<file path="src/rtl/spi_queue_pkg.sv">
`default_nettype none
// ============================================================================
//  Module      : spi_queue_pkg
//  Description : Shared width helpers and per-channel status type for the
//                SPI multiplexed queue block.
//  Revision    : 1.0 - initial release
// ============================================================================
package spi_queue_pkg;

    // Pointer width for a FIFO of the given depth (never below one bit).
    function automatic int addr_w(input int depth);
        return (depth > 1) ? $clog2(depth) : 1;
    endfunction

    // Channel-select width for the given channel count (never below one bit).
    function automatic int ch_w(input int nch);
        return (nch > 1) ? $clog2(nch) : 1;
    endfunction

    // Master-visible status of one channel.
    typedef struct packed {
        logic tx_space;
        logic rx_avail;
        logic ovf_err;
        logic udf_err;
    } chan_status_t;

endpackage
`default_nettype wire

</file>
<file path="src/rtl/spi_chan_fifo.sv">
`default_nettype none
// ============================================================================
//  Module      : spi_chan_fifo
//  Description : Single val/rdy FIFO with occupancy count. Acceptance is
//                decided from the registered count only, so a full FIFO
//                refuses a write even when a read fires in the same cycle.
//                The head word reads as zero while the FIFO is empty.
//  Revision    : 1.0 - initial release
// ============================================================================
module spi_chan_fifo
    import spi_queue_pkg::*;
#(
    parameter int WIDTH = 32,
    parameter int DEPTH = 4
) (
    input  logic                     clk,
    input  logic                     reset,
    input  logic                     enq_val,
    output logic                     enq_rdy,
    input  logic [WIDTH-1:0]         enq_msg,
    output logic                     deq_val,
    input  logic                     deq_rdy,
    output logic [WIDTH-1:0]         deq_msg,
    output logic [addr_w(DEPTH):0]   count
);

    localparam int ADDR_W = addr_w(DEPTH);
    localparam logic [ADDR_W:0] c_full = (ADDR_W + 1)'(DEPTH);

    logic [ADDR_W:0]   r_count;
    logic [ADDR_W-1:0] r_wr_ptr;
    logic [ADDR_W-1:0] r_rd_ptr;
    logic [WIDTH-1:0]  r_mem [DEPTH];

    logic w_enq;
    logic w_deq;

    assign enq_rdy = (r_count != c_full);
    assign deq_val = (r_count != '0);
    assign w_enq   = enq_val & enq_rdy;
    assign w_deq   = deq_rdy & deq_val;
    assign deq_msg = deq_val ? r_mem[r_rd_ptr] : '0;
    assign count   = r_count;

    // Pointer, count and storage update; depth is a power of two so the
    // pointers wrap naturally.
    always_ff @(posedge clk or posedge reset) begin
        if (reset) begin
            r_count  <= '0;
            r_wr_ptr <= '0;
            r_rd_ptr <= '0;
            for (int i = 0; i < DEPTH; i++) begin
                r_mem[i] <= '0;
            end
        end else begin
            if (w_enq) begin
                r_mem[r_wr_ptr] <= enq_msg;
                r_wr_ptr        <= r_wr_ptr + 1'b1;
            end
            if (w_deq) begin
                r_rd_ptr <= r_rd_ptr + 1'b1;
            end
            case ({w_enq, w_deq})
                2'b10:   r_count <= r_count + 1'b1;
                2'b01:   r_count <= r_count - 1'b1;
                default: r_count <= r_count;
            endcase
        end
    end

endmodule
`default_nettype wire

</file>
<file path="src/rtl/spi_mux_queue.sv">
`default_nettype none
// ============================================================================
//  Module      : spi_mux_queue
//  Description : Multi-channel SPI queue. Each channel owns a to-device and a
//                from-device FIFO; a single master port addresses one channel
//                at a time via ch_sel. Dropped writes and empty reads are
//                recorded in sticky per-channel error bits.
//  Revision    : 1.0 - initial release
// ============================================================================
module spi_mux_queue
    import spi_queue_pkg::*;
#(
    parameter int PACK_SIZE   = 32,
    parameter int NUM_ENTRIES = 4,
    parameter int NCH         = 2
) (
    input  logic                     clk,
    input  logic                     reset,
    input  logic                     serve,
    input  logic                     seize,
    input  logic                     hard_msg,
    input  logic [ch_w(NCH)-1:0]     ch_sel,
    input  logic [PACK_SIZE-1:0]     from_master,
    output logic [PACK_SIZE-1:0]     to_master,
    output logic [NCH-1:0]           send_val,
    input  logic [NCH-1:0]           send_rdy,
    output logic [NCH*PACK_SIZE-1:0] send_msg,
    input  logic [NCH-1:0]           recv_val,
    output logic [NCH-1:0]           recv_rdy,
    input  logic [NCH*PACK_SIZE-1:0] recv_msg,
    output logic [NCH-1:0]           tx_space,
    output logic [NCH-1:0]           rx_avail,
    output logic [NCH-1:0]           ovf_err,
    output logic [NCH-1:0]           udf_err,
    input  logic                     clr_err
);

    localparam int CH_W   = ch_w(NCH);
    localparam int ADDR_W = addr_w(NUM_ENTRIES);
    localparam logic [ADDR_W:0] c_full = (ADDR_W + 1)'(NUM_ENTRIES);

    logic [NCH-1:0]       w_sel;
    logic [NCH-1:0]       w_tx_enq;
    logic [NCH-1:0]       w_rx_deq;
    logic [NCH-1:0]       w_tx_space;
    logic [NCH-1:0]       w_rx_avail;
    logic [NCH-1:0]       w_ovf_set;
    logic [NCH-1:0]       w_udf_set;
    logic [ADDR_W:0]      w_tx_count [NCH];
    logic [ADDR_W:0]      w_rx_count [NCH];
    logic [PACK_SIZE-1:0] w_rx_head  [NCH];
    chan_status_t         w_status   [NCH];
    logic [PACK_SIZE-1:0] w_to_master;
    logic [NCH-1:0]       r_ovf_err;
    logic [NCH-1:0]       r_udf_err;

    generate
        for (genvar c = 0; c < NCH; c++) begin : g_chan
            // An out-of-range ch_sel matches no channel, so it is ignored.
            assign w_sel[c]     = (ch_sel == CH_W'(c));
            assign w_tx_enq[c]  = serve & ~hard_msg & w_sel[c];
            assign w_rx_deq[c]  = seize & w_sel[c];
            assign w_ovf_set[c] = w_tx_enq[c] & (w_tx_count[c] == c_full);
            assign w_udf_set[c] = w_rx_deq[c] & (w_rx_count[c] == '0);

            spi_chan_fifo #(
                .WIDTH (PACK_SIZE),
                .DEPTH (NUM_ENTRIES)
            ) u_tx_fifo (
                .clk     (clk),
                .reset   (reset),
                .enq_val (w_tx_enq[c]),
                .enq_rdy (w_tx_space[c]),
                .enq_msg (from_master),
                .deq_val (send_val[c]),
                .deq_rdy (send_rdy[c]),
                .deq_msg (send_msg[c*PACK_SIZE +: PACK_SIZE]),
                .count   (w_tx_count[c])
            );

            spi_chan_fifo #(
                .WIDTH (PACK_SIZE),
                .DEPTH (NUM_ENTRIES)
            ) u_rx_fifo (
                .clk     (clk),
                .reset   (reset),
                .enq_val (recv_val[c]),
                .enq_rdy (recv_rdy[c]),
                .enq_msg (recv_msg[c*PACK_SIZE +: PACK_SIZE]),
                .deq_val (w_rx_avail[c]),
                .deq_rdy (w_rx_deq[c]),
                .deq_msg (w_rx_head[c]),
                .count   (w_rx_count[c])
            );

            assign w_status[c] = '{tx_space: w_tx_space[c], rx_avail: w_rx_avail[c],
                                   ovf_err:  r_ovf_err[c],  udf_err:  r_udf_err[c]};
            assign tx_space[c] = w_status[c].tx_space;
            assign rx_avail[c] = w_status[c].rx_avail;
            assign ovf_err[c]  = w_status[c].ovf_err;
            assign udf_err[c]  = w_status[c].udf_err;
        end
    endgenerate

    // Read-data mux; the FIFO head is already zero when that FIFO is empty.
    always_comb begin
        w_to_master = '0;
        for (int c = 0; c < NCH; c++) begin
            if (w_sel[c]) begin
                w_to_master = w_rx_head[c];
            end
        end
    end

    assign to_master = w_to_master;

    // Sticky error bits; a clear keeps only errors raised in the same cycle.
    always_ff @(posedge clk or posedge reset) begin
        if (reset) begin
            r_ovf_err <= '0;
            r_udf_err <= '0;
        end else if (clr_err) begin
            r_ovf_err <= w_ovf_set;
            r_udf_err <= w_udf_set;
        end else begin
            r_ovf_err <= r_ovf_err | w_ovf_set;
            r_udf_err <= r_udf_err | w_udf_set;
        end
    end

endmodule
`default_nettype wire

</file>
<file path="config.mk">
export PLATFORM = sky130hd
export DESIGN_NAME = spi_mux_queue
export DESIGN_NICKNAME = d
export VERILOG_FILES = /design/src/rtl/spi_queue_pkg.sv /design/src/rtl/spi_chan_fifo.sv /design/src/rtl/spi_mux_queue.sv
export SDC_FILE = /design/constraint.sdc
export NUM_CORES = 1
export LEC_CHECK = 0
export ABC_AREA = 0
export CAP_MARGIN = 20
export CORE_MARGIN = 2
export CORE_UTILIZATION = 53
export DETAILED_ROUTE_END_ITERATION = 8
export PLACE_DENSITY_LB_ADDON = 0.3
export SLEW_MARGIN = 20
export SYNTH_ARGS = -nofsm -noshare
export SYNTH_HDL_FRONTEND = slang
export SYNTH_SLANG_ARGS = --single-unit
</file>
<file path="constraint.sdc">
create_clock -name clk -period 17.9 [get_ports clk]
set_clock_uncertainty 0.2 [all_clocks]
set_input_delay 3.58 -clock clk [delete_from_list [all_inputs] [get_ports clk]]
set_output_delay 3.58 -clock clk [all_outputs]
set_load 0.1 [all_outputs]
</file>
==> flow_summary.toml <==
[routing]
wirelength_um = 53500
dr.pass1.iters = 4
viasPerCell = 5.76
vias = 13600
drc_errors = 0
wl_per_cell_um = 22.6
postRouteAntennaNets = 0
drt_iter0_markers = 821

[yosys]
yosysWarnings = 0
yosysSeqAreaShare_pct = 54.6
synth_cells = 1526
avgSynthCellArea_um2 = 16.3
synth_seq_cells = 544
synth_nets = 1657
yosys.cell_types.count = 32
netlist_area_mm2 = 0.0249

[sta]
totalNegativeSetupSlack_ps = 0
relSlewSlack_pct = 27.3
min_period_ps = 9950
finalSetupViolCount = 0
worstMarginPinSlew_ps = 1090
period_share_pct = 55.6
final_max_slew_viol_count = 0
rsz0062_at_grt = "false"
final_hold_viol_count = 0
clock.fmax_ghz = 0.101

[min_path]
holdCritStartpoint = "g_chan[0].u_rx_fifo.r_mem[33]"
min_path_type = "register to register"

[finish]
drive_gt1_share_pct = 40.3
multi_input_area_mm2 = 0.0104
fillers = 3427
final_nets = 1849
area_growth_pct = 16.7
register_area_mm2 = 0.0136
finish.utilization_pct = 62.6
final_common_cell = "dfrtp_1"
final_cells = 2366
stdcell_area_mm2 = 0.0291
final_cell_mix = "540 x dfrtp_1, 446 x mux2_2, 214 x clkdlybuf4s50_1"

[placement]
dpl.cell_count = 2262
numPortBuffers = 214
hpwl_um = 33800
gp_congestion = 0.760
dpl_cell_area_mm2 = 0.0272

[die]
io_pins = 215
initial_core_util_pct = 53.7
dieWidth_um = 221
fp.coreArea_mm2 = 0.0465
die-area_mm2 = 0.0488
std_cell_rows = 79
die_y_um = 221

[clock_tree]
cts_setup_buffers = 0
clk_pin_slew_ps = 50
cts_buffer_depth = 3
cts_resized = 0
cts_max_level = 2
cts_tree = "yes"
clock-sinks = 544
cts_hold_buf = 0
cts_made_buffers = 56
clk_root_buffer_cell = "clkbuf_16"
clk_latency_ps = 610

[status]
status = "finished clean"

[global_route]
grt_overflow_total = 0
grt_usage_pct = 22.5
grt_pass1_vias = 15000
grt_max_degree = 186
antenna_found_initial = 4
grt_pass1_wl_um = 86200

[critical_path]
endpoint_kind = "primary output"
crit_fanout = 32
worstSetupStartpoint = "ch_sel"
rr_startpoint = "g_chan[1].u_tx_fifo.count[0]"
required_ps = 14120
startpoint_type = "input port"
cp_data_arrival_time_ps = 6170
critPathKind = "input port to primary output"

[flow_run]
maxCapViolCount = 0
per-layer routing:
layer / GRT usage (%) / routed length (um) / up-vias
li1: - / - / 5994
met1: 30.1 / 23300 / 7331
met2: 38.2 / 26900 / 229
met3: 4.09 / 2290 / 72
met4: 5.69 / 964 / 8
met5: 0 / 57 / -
registers in the layout (all words and copies together) (netlist names):
name and cells:
g_chan.u_rx_fifo.r_wr_ptr 4, g_chan.u_tx_fifo.count 6, g_chan.u_rx_fifo.count 6, ovf_err 2, g_chan.u_tx_fifo.r_rd_ptr 4, udf_err 2
g_chan.u_rx_fifo.r_mem 256, g_chan.u_tx_fifo.r_mem 256, g_chan.u_rx_fifo.r_rd_ptr 4, g_chan.u_tx_fifo.r_wr_ptr 4
worst max-delay path, stage by stage:
cell and delay, ps:
clkdlybuf4s50_1 660, and2_1 180, buf_4 350, a22o_1 240, clkdlybuf4s50_1 1140
area by class of cell:
cell class,count,area share [%]
Sequential cell,544,46.8
Multi-Input combinational cell,844,35.6
Timing Repair Buffer,243,8.57
Antenna cell,1,0.00860
Clock buffer,86,5.68
Inverter,29,0.387
Tap cell,607,2.61
Clock inverter,12,0.374
cells in the mapped netlist:
master    instances  area share [%]
buf_4             9            0.27
and3b_1           1           0.035
nor2b_1           1           0.025
nor3b_4           1           0.075
fa_1              4            0.32
nor3_1            1           0.020
xnor2_1          11            0.39
nand3_4           4            0.28
or3b_1            4            0.14
nor2_1            6           0.090
mux4_2          128              12
nand4_1           1           0.025
buf_6            52             2.3
and2_1           68             1.7
buf_2            21            0.42
nand2_1           5           0.075
dfrtp_1         544              55
inv_1            29            0.44
xor2_1           13            0.46
nand3_1           3           0.060
or3_1             3           0.075
o21ai_0           2           0.040
o22ai_1           4            0.10
nand3_2          12            0.48
mux2_2          446              20
nand2b_1          1           0.025
a22o_1           32             1.1
nor3b_1           1           0.030
mux2i_1           3            0.12
mux2_1           69             3.1
clkbuf_1         27            0.41
ha_1             20             1.0
through the flow:
stage | setup WS [ps] | hold WS (ps)
floorplan | 6720 | 246
CTS | 7970 | 287
global route | 7850 | 298
detailed placement | 7990 | 276
finish | 7950 | 283
global placement | 8040 | 261
path summary, 6_finish.rpt:
path	slack (ps)	depth (start not counted)	end
setup / recovery	7950	5	to_master[29]
hold / removal	280	1	g_chan[0].u_rx_fifo.r_mem[33]
setup reg to reg	15140	9	g_chan[1].u_tx_fifo.count[2]
hold reg to reg	280	1	g_chan[0].u_rx_fifo.r_mem[33]
max in group asynchronous	11920	5	g_chan[1].u_rx_fifo.r_mem[47]
min in group asynchronous	3300	2	g_chan[0].u_tx_fifo.r_mem[103]
logic make-up after synthesis:
kind of cell	synth area share, %
AOI/OAI and AO/OA	1.26
xor gates and xnor gates	0.843
adders and majority gates	1.32
buffers and inverters	3.88
DFF	54.6
muxes	34.9
and+or+nand+nor	3.15
Power is not shown: default switching activity piles up to over one toggle a cycle in this logic, so the estimate is an artifact.
